### config.mk
export PLATFORM = sky130hd
export DESIGN_NAME = button_conditioner
export DESIGN_NICKNAME = d
export VERILOG_FILES = /design/src/rtl/button_conditioner.sv
export SDC_FILE = /design/constraint.sdc
export NUM_CORES = 1
export LEC_CHECK = 0
export BUFFER_PORTS_ARGS = -buffer_cell sky130_fd_sc_hd__buf_4
export CORE_ASPECT_RATIO = 1.4
export CORE_MARGIN = 2
export CORE_UTILIZATION = 28
export CTS_BUF_LIST = sky130_fd_sc_hd__clkbuf_4 sky130_fd_sc_hd__clkbuf_8
export DETAILED_ROUTE_END_ITERATION = 8
export HOLD_SLACK_MARGIN = 0.12
export PLACE_DENSITY = 0.4
export SLEW_MARGIN = 25
export SYNTH_ARGS = -nofsm -noshare
export SYNTH_HDL_FRONTEND = slang
export SYNTH_SLANG_ARGS = --single-unit
export TNS_END_PERCENT = 5
### constraint.sdc
create_clock -name CLK -period 2.8 [get_ports CLK]
set_input_delay 0.28 -clock CLK [delete_from_list [all_inputs] [get_ports CLK]]
set_output_delay 0.28 -clock CLK [all_outputs]
set_load 0.02 [all_outputs]
### src/rtl/button_conditioner.sv
// Button front end: two-flop synchroniser, per-button debounce, sticky press-event flags with ack/overrun.
// Define BUTTON_CONDITIONER_REPEAT_EN to add hold-to-repeat events on left/right.
module button_conditioner #(
  parameter int DB_CYCLES     = 250000,
  parameter int REPEAT_DELAY  = 25000000,
  parameter int REPEAT_PERIOD = 5000000
) (
  input  logic       CLK,
  input  logic       reset,
  input  logic       btn_left,
  input  logic       btn_right,
  input  logic       btn_throw,
  input  logic       btn_start,
  input  logic       btn_restart,
  input  logic [4:0] evt_ack,
  output logic [4:0] evt,
  output logic [4:0] evt_overrun,
  output logic [4:0] btn_level
);

  localparam int DW = (DB_CYCLES > 2) ? $clog2(DB_CYCLES) : 1;
  localparam logic [DW-1:0] DB_LAST = DW'(DB_CYCLES - 1);

  if (DB_CYCLES < 2 || REPEAT_DELAY < 2 || REPEAT_PERIOD < 2) begin : g_bad_param
    $error("button_conditioner: DB_CYCLES, REPEAT_DELAY and REPEAT_PERIOD must be >= 2");
  end

  logic [4:0] raw;
  logic [4:0] s1;
  logic [4:0] s2;
  logic [4:0] stable;
  logic [4:0] press_evt;
  logic [4:0] rep_evt;
  logic [4:0] new_evt;

  assign raw = {btn_restart, btn_start, btn_throw, btn_right, btn_left};

  always_ff @(posedge CLK or negedge reset) begin
    if (!reset) begin
      s1 <= '0;
      s2 <= '0;
    end else begin
      s1 <= raw;
      s2 <= s1;
    end
  end

  // Any cycle of agreement restarts the count, so only a full run of disagreement flips stable.
  for (genvar i = 0; i < 5; i++) begin : g_db
    logic [DW-1:0] cnt;
    logic          stb;

    always_ff @(posedge CLK or negedge reset) begin
      if (!reset) begin
        cnt <= '0;
        stb <= 1'b0;
      end else if (s2[i] == stb) begin
        cnt <= '0;
      end else if (cnt == DB_LAST) begin
        stb <= s2[i];
        cnt <= '0;
      end else begin
        cnt <= cnt + DW'(1);
      end
    end

    assign stable[i]    = stb;
    assign press_evt[i] = s2[i] && !stb && (cnt == DB_LAST);
  end

`ifdef BUTTON_CONDITIONER_REPEAT_EN
  localparam int RMAX = (REPEAT_DELAY > REPEAT_PERIOD) ? REPEAT_DELAY : REPEAT_PERIOD;
  localparam int HW   = $clog2(RMAX);
  localparam logic [HW-1:0] DELAY_LOAD  = HW'(REPEAT_DELAY - 1);
  localparam logic [HW-1:0] PERIOD_LOAD = HW'(REPEAT_PERIOD - 1);

  // Down-counter loaded at the press; terminal count while still held fires a repeat and reloads.
  for (genvar i = 0; i < 2; i++) begin : g_rep
    logic [HW-1:0] hold;

    always_ff @(posedge CLK or negedge reset) begin
      if (!reset) begin
        hold <= '0;
      end else if (press_evt[i]) begin
        hold <= DELAY_LOAD;
      end else if (!stable[i]) begin
        hold <= '0;
      end else if (hold == '0) begin
        hold <= PERIOD_LOAD;
      end else begin
        hold <= hold - HW'(1);
      end
    end

    assign rep_evt[i] = stable[i] && (hold == '0);
  end

  assign rep_evt[4:2] = '0;
`else
  assign rep_evt = '0;
`endif

  assign new_evt = press_evt | rep_evt;

  // An ack coinciding with a new event keeps the flag set but drops overrun.
  always_ff @(posedge CLK or negedge reset) begin
    if (!reset) begin
      evt         <= '0;
      evt_overrun <= '0;
    end else begin
      evt         <= (evt & ~evt_ack) | new_evt;
      evt_overrun <= (evt_overrun | (new_evt & evt)) & ~evt_ack;
    end
  end

  assign btn_level = stable;

endmodule

# Yosys cells after proc, flatten, opt, wreduce, memory -nomap -nowiden
# Index checks and enable logic that the tools add are counted.
# totals
reg_bits	115
in_bits	12
out_inout_bits	15
wordCells	70
# classes
addsub	5
eq_ne	10
n_mux	10
bitwise	11
n_reduce_logical	20
# ops
op	n
$mux 18	10
$add 18x1->18 const B	5
$eq 18x18->1 const B	5
$and 5x5->5	3
$logic_and 1x1->1	10
$or 5x5->5	2
$reduce_and 2->1	5
$eq 1x1->1	5
$logic_not 1->1	5
$not 1->1	5
$not 5->5	1

# Longest topological paths before layout
# Gate-level depths: netlist (run 1).
# depth
depth_word	6
depth_mapped	7
mapped_depth_nobuf	5

# Worst setup path before layout (run 1)
# OpenSTA, ideal clock, no wires.
# synth_timing
path_kind	flip-flop to flip-flop
startpoint	reg g_db[2].cnt[0]
endpoint	reg g_db[2].cnt[10]
setup_time_ps	121
arrival_time_ps	1745
path_slack_ps	934
path_stages_with_launch	7
n_path_buf	1
synth_period_minus_slack_ps	1866
cell_sequence	dfrtp_1 > ha_1 > nand3_1 > or4_1 > o21bai_2 > buf_2 > nor2_1
# synth_via
elab_chain_cells	3
# synth_rtl
item	line	rtl
start, declared	50	logic [DW-1:0] cnt;
start signal, assigned	63	cnt <= cnt + DW'(1);
$add 18x1->18 or $eq 18x18->1 (tied branches)	63, 59	
$mux 18 (*)	59	end else if (cnt == DB_LAST) begin
$mux 18 (*)	57	end else if (s2[i] == stb) begin
# Mark *: on every way between the ends. The rest lies on a longest branch, timed or not.
# A chain may end at the register's enable or synchronous reset.

# Final worst setup path (run 1)
# layout_timing
startpoint	reg g_db[0].cnt[5]
endpoint	reg g_db[0].cnt[6]
# layout_via
elab_chain_cells	3
# layout_rtl
item	line
start, declared	50
start signal, assigned	63
$add 18x1->18 or $eq 18x18->1 (tied branches)	63, 59
$mux 18 (*)	59
$mux 18 (*)	57
# Marks and branches as above.

==> qor.csv, run 1 <==
stage;metric;value;unit
global_route;vias in the first global route;4336;
detailed_routing;Pre-antenna DRT Iters;4;
global_route;initial antenna violation count;0;
global_route;first-pass GRT wire length;21000;microns
sta;f_max;0.457;GHz
clock_network;Max Buffers Root-to-Sink;2;
logic_synthesis;post-synthesis sequential area ratio;0.525;
placed_design;Port Buffer Count;26;
logic_synthesis;count of cell types in the netlist;46;
detailed_routing;initial DRC count;216;
setup_path;startpoint types;flop;
clock_network;TritonCTS clock tree;yes;
logic_synthesis;synthesized cell area;5480;sq um
setup_path;crit path DAT;2.49;ns
clock_network;number of CTS-inserted buffers;17;
detailed_routing;Vias per Instance;4.81;
sta;Final setup viols;0;
logic_synthesis;Syn Nets;563;
clock_network;clk root buf;clkbuf_8;
clock_network;CTS Hold Bufs;11;
logic_synthesis;Yosys warning count;0;
detailed_routing;WL/cell;13.7;microns
placed_design;detailed placement HPWL;7900;microns
floorplanning;die area;20700;sq um
run_status;status;finished, final reports clean;
flow_run;max cap viols;0;
floorplanning;Initial Utilization;0.285;
hold_path;Hold Path Origin;s1[2]$_DFF_PN0_;
logic_synthesis;most frequent cells after synthesis;115 x dfrtp_1, 88 x nor2_1, 36 x nand4_1, 36 x xnor2_1, 35 x nand3_1;
pwr;static leakage;0.00261;uW
clock_network;CTS H-tree depth;4;
finish;Layout area overhead;16.7;%
detailed_routing;DR vias;4057;
global_route;global route overflow;0;
finish;NumNets Final;606;
finish;share of cells above drive strength 1;0.119;
logic_synthesis;Primary FF master, synth;dfrtp_1;
setup_path;worst-path fanout max;17;
setup_path;CP startpoint;g_db[0].cnt[5]$_DFF_PN0_;
floorplanning;# rows;60;
placed_design;DP Area;5930;sq um
floorplanning;Chip Width;122;microns
logic_synthesis;Post-synth EDFFs;0;
sta;Worst-Margin Slew;0.713;ns
finish;post-route design area;6400;sq um
global_route;largest net degree at the start of global routing;52;
pwr;Worst VDD drop;0.259;mV
logic_synthesis;Yosys top cell area share;0.525;
sta;Slew HR;0.525;
clock_network;PostCTS Resize Cnt;0;
hold_path;min-delay worst type;flop to flop;
clock_network;CTS sink cnt;115;
setup_path;Worst EP required;3.10;ns
finish;Antenna diodes;0;
sta;Tmin final;2.19;ns
logic_synthesis;top-count cell post-synth;dfrtp_1;
setup_path;Critical Path Sink Type;flop;
clock_network;later-pin clock latency in the skew report;0.44;ns
placed_design;Final Wtd Congestion;0.799;
logic_synthesis;dominant cell type by area after synthesis;dfrtp_1;
floorplanning;core box area;19200;sq um
sta;Tcrit/Tclk final;0.782;
clock_network;Reg clk slew, reported paths;0.07;ns
global_route;Total GRT Usage;0.127;
logic_synthesis;ys async rst share;1.00;
detailed_routing;Routed Antenna Nets;0;
sta;final hold violations;0;
clock_network;Post-CTS Setup Inserts;0;
floorplanning;die height;170;microns
logic_synthesis;Yosys reg bits;115;
logic_synthesis;Synth area leaders;dfrtp_1 52%, nor2_1 6.0%, xnor2_1 5.7%, xor2_1 5.1%, nand4_1 4.1%;
sta;Final Max Tran Viols;0;
sta;setup TNS;0;ns
setup_path;critical path type;flop to flop;
sta;Clock Skew;0.00862;ns
pwr;pwr dens;509;nW/um^2
detailed_routing;final wirelength;11600;microns
detailed_routing;number of remaining DRC errors;0;
setup_path;Reg2Reg Launch Point;g_db[0].cnt[5]$_DFF_PN0_;
sta;RSZ-0062 raised after global routing;false;
floorplanning;I/O pin cnt;27;
logic_synthesis;Post-Synthesis Cells;541;
logic_synthesis;Syn Area/Cell;10.1;sq um
==> final timing paths <==
kind                                       endpoint  slack (ns)  depth (start not counted)
max                        g_db[0].cnt[6]$_DFF_PN0_        0.61                          4
min in group asynchronous           s1[1]$_DFF_PN0_        0.37                          2
max reg2reg                g_db[0].cnt[6]$_DFF_PN0_        0.61                          4
min                                 s2[2]$_DFF_PN0_        0.34                          0
min reg2reg                         s2[2]$_DFF_PN0_        0.34                          0
max in group asynchronous  evt_overrun[2]$_DFF_PN0_        1.65                          3
==> state kept, by name, indices dropped and copies added (netlist names) <==
| name | count |
|---|---|
| g_db.cnt | 90 |
| evt | 5 |
| evt_overrun | 5 |
| g_db.stb | 5 |
| s1 | 5 |
| s2 | 5 |
==> layout make-up <==
class	count	area, sq um
well taps	248	310
clock inverters	11	87.6
clock buffers	20	269
repair buffers	42	355
fillers	2008	12800
flip-flops and latches	115	2880
multi-input cells	383	2410
inverters	25	93.8
==> power breakdown <==
part / internal, uW / switching, uW
combinational: 50.5 / 82.1
sequential: 1690 / 23.6
clock: 739 / 680
==> worst max-delay path: stages, from the launching register on <==
cell,delay (ns)
dfrtp_1,0.44
or4_1,0.57
nor4_2,0.33
a31o_1,0.60
nor2_1,0.11
==> layout by cell type (no fill, tap or decap), types with 4 or more instances in the layout <==
master         synthesis  final
a21oi_1               13     13
and3_1                 4      4
and4_1                13     13
buf_4                  5     30
clkbuf_8               0     19
clkinv_2               0      7
dfrtp_1              115    115
dlygate4sd3_1          0     11
ha_1                  10     10
inv_1                 25     25
mux2_2                 4      4
nand2_1               22     22
nand3_1               35     35
nand4_1               36     36
nor2_1                88     88
nor3_1                14     14
nor4_1                22     22
o21ai_0                6      6
or3_1                  6      6
or4_1                  7      7
xnor2_1               36     36
xor2_1                32     32
==> cells by family after synthesis <==
kind of cell	count (synthesis)	synth area share
XOR/XNOR	68	0.109
AO/OA/AOI/OAI	37	0.0452
flip-flops	115	0.525
multiplexers	6	0.0121
AND/OR/NAND/NOR	262	0.250
adder cells (fa/ha/maj)	10	0.0228
buffers and inverters	43	0.0365
==> through the flow <==
step	total power [uW]	setup slack [ns]	cells	hold WS [ns]	util
5_1_grt	3440	0.402	844	0.361	0.333
4_1_cts	3330	0.585	844	0.342	0.333
2_1_floorplan	1790	0.934	541	-0.0156	-
3_3_place_gp	1860	0.645	802	0.312	0.309
6_report	3260	0.610	844	0.345	0.333
3_5_place_dp	1870	0.590	802	0.319	0.309
==> per-layer routing <==
layer | vias up | GRT usage | routed length, microns
li1 | 2002 | - | -
met1 | 1997 | 0.151 | 5130
met2 | 49 | 0.216 | 5970
met3 | 9 | 0.0390 | 354
met4 | 0 | 0.0405 | 144
met5 | - | 0 | 0
Power figures use the tool's default switching activity.
==> run 2: changes to the inputs <==
Settings changed: PLACE_DENSITY 0.4 to 0.41.
Clock period 2.8 ns to 1.93 ns, I/O delays scaled along.
==> qor.csv, run 2 (synthesized netlist as in run 1, its figures left out) <==
stage;metric;value;unit;change
setup_path;crit path DAT;2.22;ns;was 2.49 ns
global_route;largest net degree at the start of global routing;36;;was 52
pwr;Net Sw Frac;0.223;;was 0.241
finish;largest register by flop count;g_db.cnt;;unchanged
detailed_routing;WL/cell;13.6;microns;was 13.7 microns
finish;fin util;0.348;;was 0.333
sta;f_max;0.538;GHz;was 0.457 GHz
pwr;final total power;5110;uW;was 3260 uW
finish;most frequent cells in the layout;115 x dfrtp_1, 88 x nor2_1, 50 x buf_4, 36 x nand4_1, 36 x xnor2_1;;was 115 x dfrtp_1, 88 x nor2_1, 36 x nand4_1, 36 x xnor2_1, 35 x nand3_1
clock_network;later-pin clock latency in the skew report;0.43;ns;was 0.44 ns
setup_path;worst path cell trace;ha_1 -> nand3_1 -> or4_4 -> or4_1 -> a21oi_1;;was or4_1 -> nor4_2 -> a31o_1 -> nor2_1
floorplanning;# rows;60;;unchanged
setup_path;Crit path max-delay family;simple AND/OR/NAND/NOR gates;;unchanged
sta;Tmin final;1.86;ns;was 2.19 ns
pwr;static leakage;0.00277;uW;was 0.00261 uW
setup_path;CP Buf/Inv Count;0;;unchanged
setup_path;Reg2Reg Launch Point;g_db[2].cnt[0]$_DFF_PN0_;;was g_db[0].cnt[5]$_DFF_PN0_
clock_network;clk root buf;clkbuf_8;;unchanged
clock_network;TritonCTS clock tree;yes;;unchanged
global_route;initial antenna violation count;0;;unchanged
pwr;pwr dens;764;nW/um^2;was 509 nW/um^2
setup_path;startpoint types;flop;;unchanged
global_route;Total GRT Usage;0.125;;was 0.127
finish;Antenna diodes;0;;unchanged
sta;Final setup viols;0;;unchanged
finish;Layout area overhead;21.9;%;was 16.7%
clock_network;Reg clk slew, reported paths;0.07;ns;about the same
finish;NumNets Final;628;;was 606
sta;setup TNS;0;ns;unchanged
clock_network;CTS sink cnt;115;;unchanged
pwr;P_sw;1140;uW;was 785 uW
floorplanning;die area;20700;sq um;unchanged
pwr;Pint;3970;uW;was 2480 uW
clock_network;Post-CTS Setup Inserts;0;;unchanged
pwr;sequential power share;0.485;;was 0.524
floorplanning;I/O pin cnt;27;;unchanged
placed_design;Port Buffer Count;26;;unchanged
global_route;first-pass GRT wire length;20400;microns;was 21000 microns
clock_network;Max Buffers Root-to-Sink;2;;unchanged
flow_run;max cap viols;0;;unchanged
setup_path;max incr delay on CP;0.53;ns;was 0.60 ns
setup_path;Critical Path Sink Type;flop;;unchanged
detailed_routing;number of remaining DRC errors;0;;unchanged
setup_path;reg-to-reg slack, setup;0.07;ns;was 0.61 ns
floorplanning;Chip Width;122;microns;unchanged
clock_network;CTS H-tree depth;4;;unchanged
finish;fillcell total;1983;;was 2008
finish;number of flip-flops in the largest register;90;;unchanged
run_status;status;finished, final reports clean;;unchanged
sta;final hold violations;0;;unchanged
pwr;Logic pwr share;0.041;;about the same
placed_design;Final Wtd Congestion;0.763;;was 0.799
sta;Slew HR;0.724;;was 0.525
setup_path;Worst path slowest cell;or4_4;;was a31o_1
finish;commonest non-fill, non-tap cell in the layout;dfrtp_1;;unchanged
sta;Final Max Tran Viols;0;;unchanged
detailed_routing;initial DRC count;204;;was 216
detailed_routing;Pre-antenna DRT Iters;4;;unchanged
sta;Clock Skew;0.00781;ns;was 0.00862 ns
floorplanning;die height;170;microns;unchanged
setup_path;worst-path fanout max;4;;was 17
sta;Worst-Margin Slew;0.414;ns;was 0.713 ns
pwr;Worst VDD drop;0.276;mV;was 0.259 mV
sta;Tcrit/Tclk final;0.963;;was 0.782
detailed_routing;final wirelength;11800;microns;was 11600 microns
sta;worst hold margin;0.234;ns;was 0.345 ns
detailed_routing;Routed Antenna Nets;0;;unchanged
pwr;clock share of power;0.474;;was 0.435
floorplanning;core box area;19200;sq um;unchanged
global_route;global route overflow;0;;unchanged
setup_path;reg2reg end;evt_overrun[2]$_DFF_PN0_;;was g_db[0].cnt[6]$_DFF_PN0_
finish;share of cells above drive strength 1;0.157;;was 0.119
detailed_routing;Vias per Instance;4.73;;was 4.81
setup_path;critical path type;flop to flop;;unchanged
hold_path;min-delay worst type;primary input to asynchronous set/reset pin;;was flop to flop
clock_network;number of CTS-inserted buffers;17;;unchanged
placed_design;detailed placement HPWL;8240;microns;was 7900 microns
global_route;vias in the first global route;4236;;was 4336
setup_path;reg2reg path depth;5;;was 4
setup_path;Worst EP required;2.30;ns;was 3.10 ns
sta;RSZ-0062 raised after global routing;true;;was false
floorplanning;Initial Utilization;0.285;;unchanged
detailed_routing;DR vias;4104;;was 4057
==> run 2: worst max-delay path by stage <==
stage | end | startpoint | cells past startpoint
detailed placement | evt_overrun[2]$_DFF_PN0_ | g_db[2].cnt[0]$_DFF_PN0_ | 5
floorplan | g_db[2].cnt[10]$_DFF_PN0_ | g_db[2].cnt[0]$_DFF_PN0_ | 6
finish | evt_overrun[2]$_DFF_PN0_ | g_db[2].cnt[0]$_DFF_PN0_ | 5
global route | evt_overrun[2]$_DFF_PN0_ | g_db[2].cnt[0]$_DFF_PN0_ | 5
global placement | g_db[2].stb$_DFFE_PN0P_ | g_db[2].cnt[0]$_DFF_PN0_ | 5
CTS | evt_overrun[2]$_DFF_PN0_ | g_db[2].cnt[0]$_DFF_PN0_ | 5
==> run 2: area by class of cell <==
class                      count  area [sq um]  area share
multi-input combinational    383          2430       0.363
timing repair buffer          64           546      0.0816
clock buffer                  22           303      0.0453
sequential                   115          2880       0.430
inverter                      25          93.8      0.0140
tap                          248           310      0.0464
clock inverter                10           128      0.0191
==> run 2: per-stage QoR <==
step / worst slack, ns / area [sq um] / std cells
detailed placement: 0.0387 / 6120 / 824
finish: 0.0723 / 6690 / 867
floorplan: 0.0637 / 5480 / 541
global placement: 0.0816 / 6120 / 824
global route: -0.0489 / 6690 / 867
CTS: 0.0209 / 6660 / 867
==> run 2: power groups by stage <==
| stage | logic [uW] | registers, uW | clock network (uW) |
|---|---|---|---|
| finish | 210 | 2480 | 2420 |
| CTS | 220 | 2480 | 2530 |
| detailed placement | 201 | 2520 | 0 |
| global route | 245 | 2480 | 2620 |
| global placement | 197 | 2520 | 0 |
| floorplan | 86.8 | 2510 | 0 |
==> run 2: timing repair <==
action,in CTS,in global routing
hold buffers,11,0
gates resized for setup,0,4
endpoints found under the hold margin,108,0
endpoints found under the setup margin,0,17
==> run 2: per-layer routing <==
layer / part of all wire / vias to the layer above / global-route usage
met2: 0.52 / 67 / 0.213
met5: 0 / - / 0
met4: 0.012 / 0 / 0.0510
met3: 0.042 / 9 / 0.0393
met1: 0.43 / 1987 / 0.145
li1: - / 2041 / -
==> run 3: changes to the inputs <==
Settings changed: CORE_UTILIZATION 28 to 55, PLACE_DENSITY 0.41 to 0.73.
==> qor.csv, run 3 (synthesized netlist as in run 1, its figures left out) <==
stage;metric;value;unit;change
placed_design;Final Wtd Congestion;0.867;;was 0.763
finish;number of flip-flops in the largest register;90;;unchanged
floorplanning;core box area;9790;sq um;was 19200 sq um
sta;setup TNS;0;ns;unchanged
global_route;initial antenna violation count;0;;unchanged
sta;Tmin final;1.87;ns;was 1.86 ns
floorplanning;die area;10800;sq um;was 20700 sq um
detailed_routing;Detail Route met2 WL;5590;microns;was 6110 microns
detailed_routing;met3 WL;383;microns;was 496 microns
pwr;static leakage;0.00272;uW;was 0.00277 uW
finish;fin util;0.657;;was 0.348
clock_network;clk root buf;clkbuf_8;;unchanged
detailed_routing;Vias per Instance;5.60;;was 4.73
detailed_routing;initial DRC count;243;;was 204
clock_network;CTS H-tree depth;4;;unchanged
sta;Final Max Tran Viols;0;;unchanged
clock_network;Max Buffers Root-to-Sink;2;;unchanged
pwr;Net Sw Frac;0.216;;was 0.223
placed_design;detailed placement HPWL;7450;microns;was 8240 microns
sta;final hold violations;0;;unchanged
global_route;vias in the first global route;4237;;was 4236
finish;share of cells above drive strength 1;0.142;;was 0.157
setup_path;Reg2Reg Launch Point;g_db[0].cnt[4]$_DFF_PN0_;;was g_db[2].cnt[0]$_DFF_PN0_
clock_network;CTS sink cnt;115;;unchanged
pwr;Pint;3790;uW;was 3970 uW
global_route;largest net degree at the start of global routing;46;;was 36
placed_design;Port Buffer Count;26;;unchanged
detailed_routing;WL/cell;14.6;microns;was 13.6 microns
floorplanning;# rows;43;;was 60
global_route;first-pass GRT wire length;18800;microns;was 20400 microns
finish;NumNets Final;623;;was 628
sta;RSZ-0062 raised after global routing;true;;unchanged
setup_path;Critical Path Sink Type;flop;;unchanged
setup_path;startpoint types;flop;;unchanged
global_route;Total GRT Usage;0.223;;was 0.125
clock_network;Reg clk slew, reported paths;0.07;ns;about the same
placed_design;DP Area;5920;sq um;was 6120 sq um
finish;post-route design area;6430;sq um;was 6690 sq um
detailed_routing;Routed Antenna Nets;0;;unchanged
sta;Tcrit/Tclk final;0.967;;was 0.963
pwr;sequential power share;0.512;;was 0.485
pwr;pwr dens;753;nW/um^2;was 764 nW/um^2
hold_path;min-delay worst type;primary input to asynchronous set/reset pin;;unchanged
detailed_routing;Top Layer Used;met4;;unchanged
clock_network;TritonCTS clock tree;yes;;unchanged
detailed_routing;number of remaining DRC errors;0;;unchanged
finish;largest register by flop count;g_db.cnt;;unchanged
finish;Antenna diodes;0;;unchanged
pwr;Logic pwr share;0.042;;was 0.041
floorplanning;Chip Width;88.4;microns;was 122 microns
sta;Final setup viols;0;;unchanged
sta;Worst-Margin Slew;0.590;ns;was 0.414 ns
run_status;status;finished, final reports clean;;unchanged
global_route;global route overflow;0;;unchanged
setup_path;worst-path fanout max;3;;was 4
floorplanning;die height;122;microns;was 170 microns
clock_network;later-pin clock latency in the skew report;0.42;ns;was 0.43 ns
sta;f_max;0.536;GHz;was 0.538 GHz
finish;most frequent cells in the layout;115 x dfrtp_1, 88 x nor2_1, 46 x buf_4, 36 x nand4_1, 36 x xnor2_1;;was 115 x dfrtp_1, 88 x nor2_1, 50 x buf_4, 36 x nand4_1, 36 x xnor2_1
setup_path;reg2reg end;g_db[0].stb$_DFFE_PN0P_;;was evt_overrun[2]$_DFF_PN0_
setup_path;CP startpoint;g_db[0].cnt[4]$_DFF_PN0_;;was g_db[2].cnt[0]$_DFF_PN0_
detailed_routing;Pre-antenna DRT Iters;4;;unchanged
sta;Slew HR;0.607;;was 0.724
detailed_routing;DR vias;4177;;was 4104
detailed_routing;Post-Route M1 WL;4700;microns;was 5060 microns
floorplanning;Initial Utilization;0.560;;was 0.285
pwr;P_sw;1050;uW;was 1140 uW
pwr;clock share of power;0.446;;was 0.474
finish;commonest non-fill, non-tap cell in the layout;dfrtp_1;;unchanged
detailed_routing;final wirelength;10900;microns;was 11800 microns
setup_path;reg-to-reg slack, setup;0.06;ns;was 0.07 ns
clock_network;number of CTS-inserted buffers;17;;unchanged
setup_path;Worst EP required;2.23;ns;was 2.30 ns
flow_run;max cap viols;0;;unchanged
setup_path;reg2reg path depth;4;;was 5
floorplanning;I/O pin cnt;27;;unchanged
finish;Layout area overhead;17.3;%;was 21.9%
setup_path;critical path type;flop to flop;;unchanged
pwr;Worst VDD drop;0.435;mV;was 0.276 mV
setup_path;crit path DAT;2.17;ns;was 2.22 ns
sta;Clock Skew;0.0108;ns;was 0.00781 ns
run 3: cell type report:
| class | instances | area (sq um) |
|---|---|---|
| fill | 786 | 3360 |
| sequential | 115 | 2880 |
| multi-input combinational | 383 | 2420 |
| timing repair buffer | 59 | 495 |
| clock buffer | 23 | 298 |
| tap | 135 | 169 |
| inverter | 25 | 93.8 |
| clock inverter | 6 | 80.1 |
run 3: worst max-delay path, cell delays in order (launching register included):
cell and delay, ns:
dfrtp_1 0.38, or4b_1 0.57, nor4_4 0.32, nand4b_1 0.14, mux2_1 0.34
run 3: worst max path at each step:
| stage | endpoint |
|---|---|
| 2_1_floorplan | g_db[2].cnt[10]$_DFF_PN0_ |
| 3_3_place_gp | g_db[0].stb$_DFFE_PN0P_ |
| 3_5_place_dp | g_db[2].stb$_DFFE_PN0P_ |
| 4_1_cts | g_db[0].stb$_DFFE_PN0P_ |
| 5_1_grt | g_db[0].stb$_DFFE_PN0P_ |
| 6_report | g_db[0].stb$_DFFE_PN0P_ |
run 3: power groups by stage:
stage | sequential, uW | clock (uW) | combinational (uW)
finish | 2480 | 2160 | 202
global route | 2480 | 2310 | 235
CTS | 2480 | 2210 | 206
detailed placement | 2530 | 0 | 186
global placement | 2520 | 0 | 182
floorplan | 2510 | 0 | 86.8
run 3: stage by stage:
stage          cells  hold slack (ns)  setup WS, ns  total power [uW]
2_1_floorplan    541           -0.103        0.0637              2600
3_3_place_gp     705            0.235         0.101              2700
3_5_place_dp     705            0.244        0.0631              2710
4_1_cts          745            0.335        0.0512              4890
5_1_grt          746            0.346      -0.00904              5030
6_report         746            0.323        0.0640              4840
run 3: routing by layer:
| layer | up-vias | global-route usage |
|---|---|---|
| li1 | 2039 | - |
| met1 | 2030 | 0.271 |
| met2 | 90 | 0.374 |
| met3 | 18 | 0.0644 |
| met4 | 0 | 0.0833 |
| met5 | - | 0 |
run 3: repair_timing:
| action | in CTS | in global routing |
|---|---|---|
| buffers inserted | 0 | 1 |
| resized for setup | 0 | 2 |
| hold buffers | 11 | 0 |
| endpoints found under the setup margin | 0 | 4 |
| endpoints found under the hold margin | 58 | 0 |
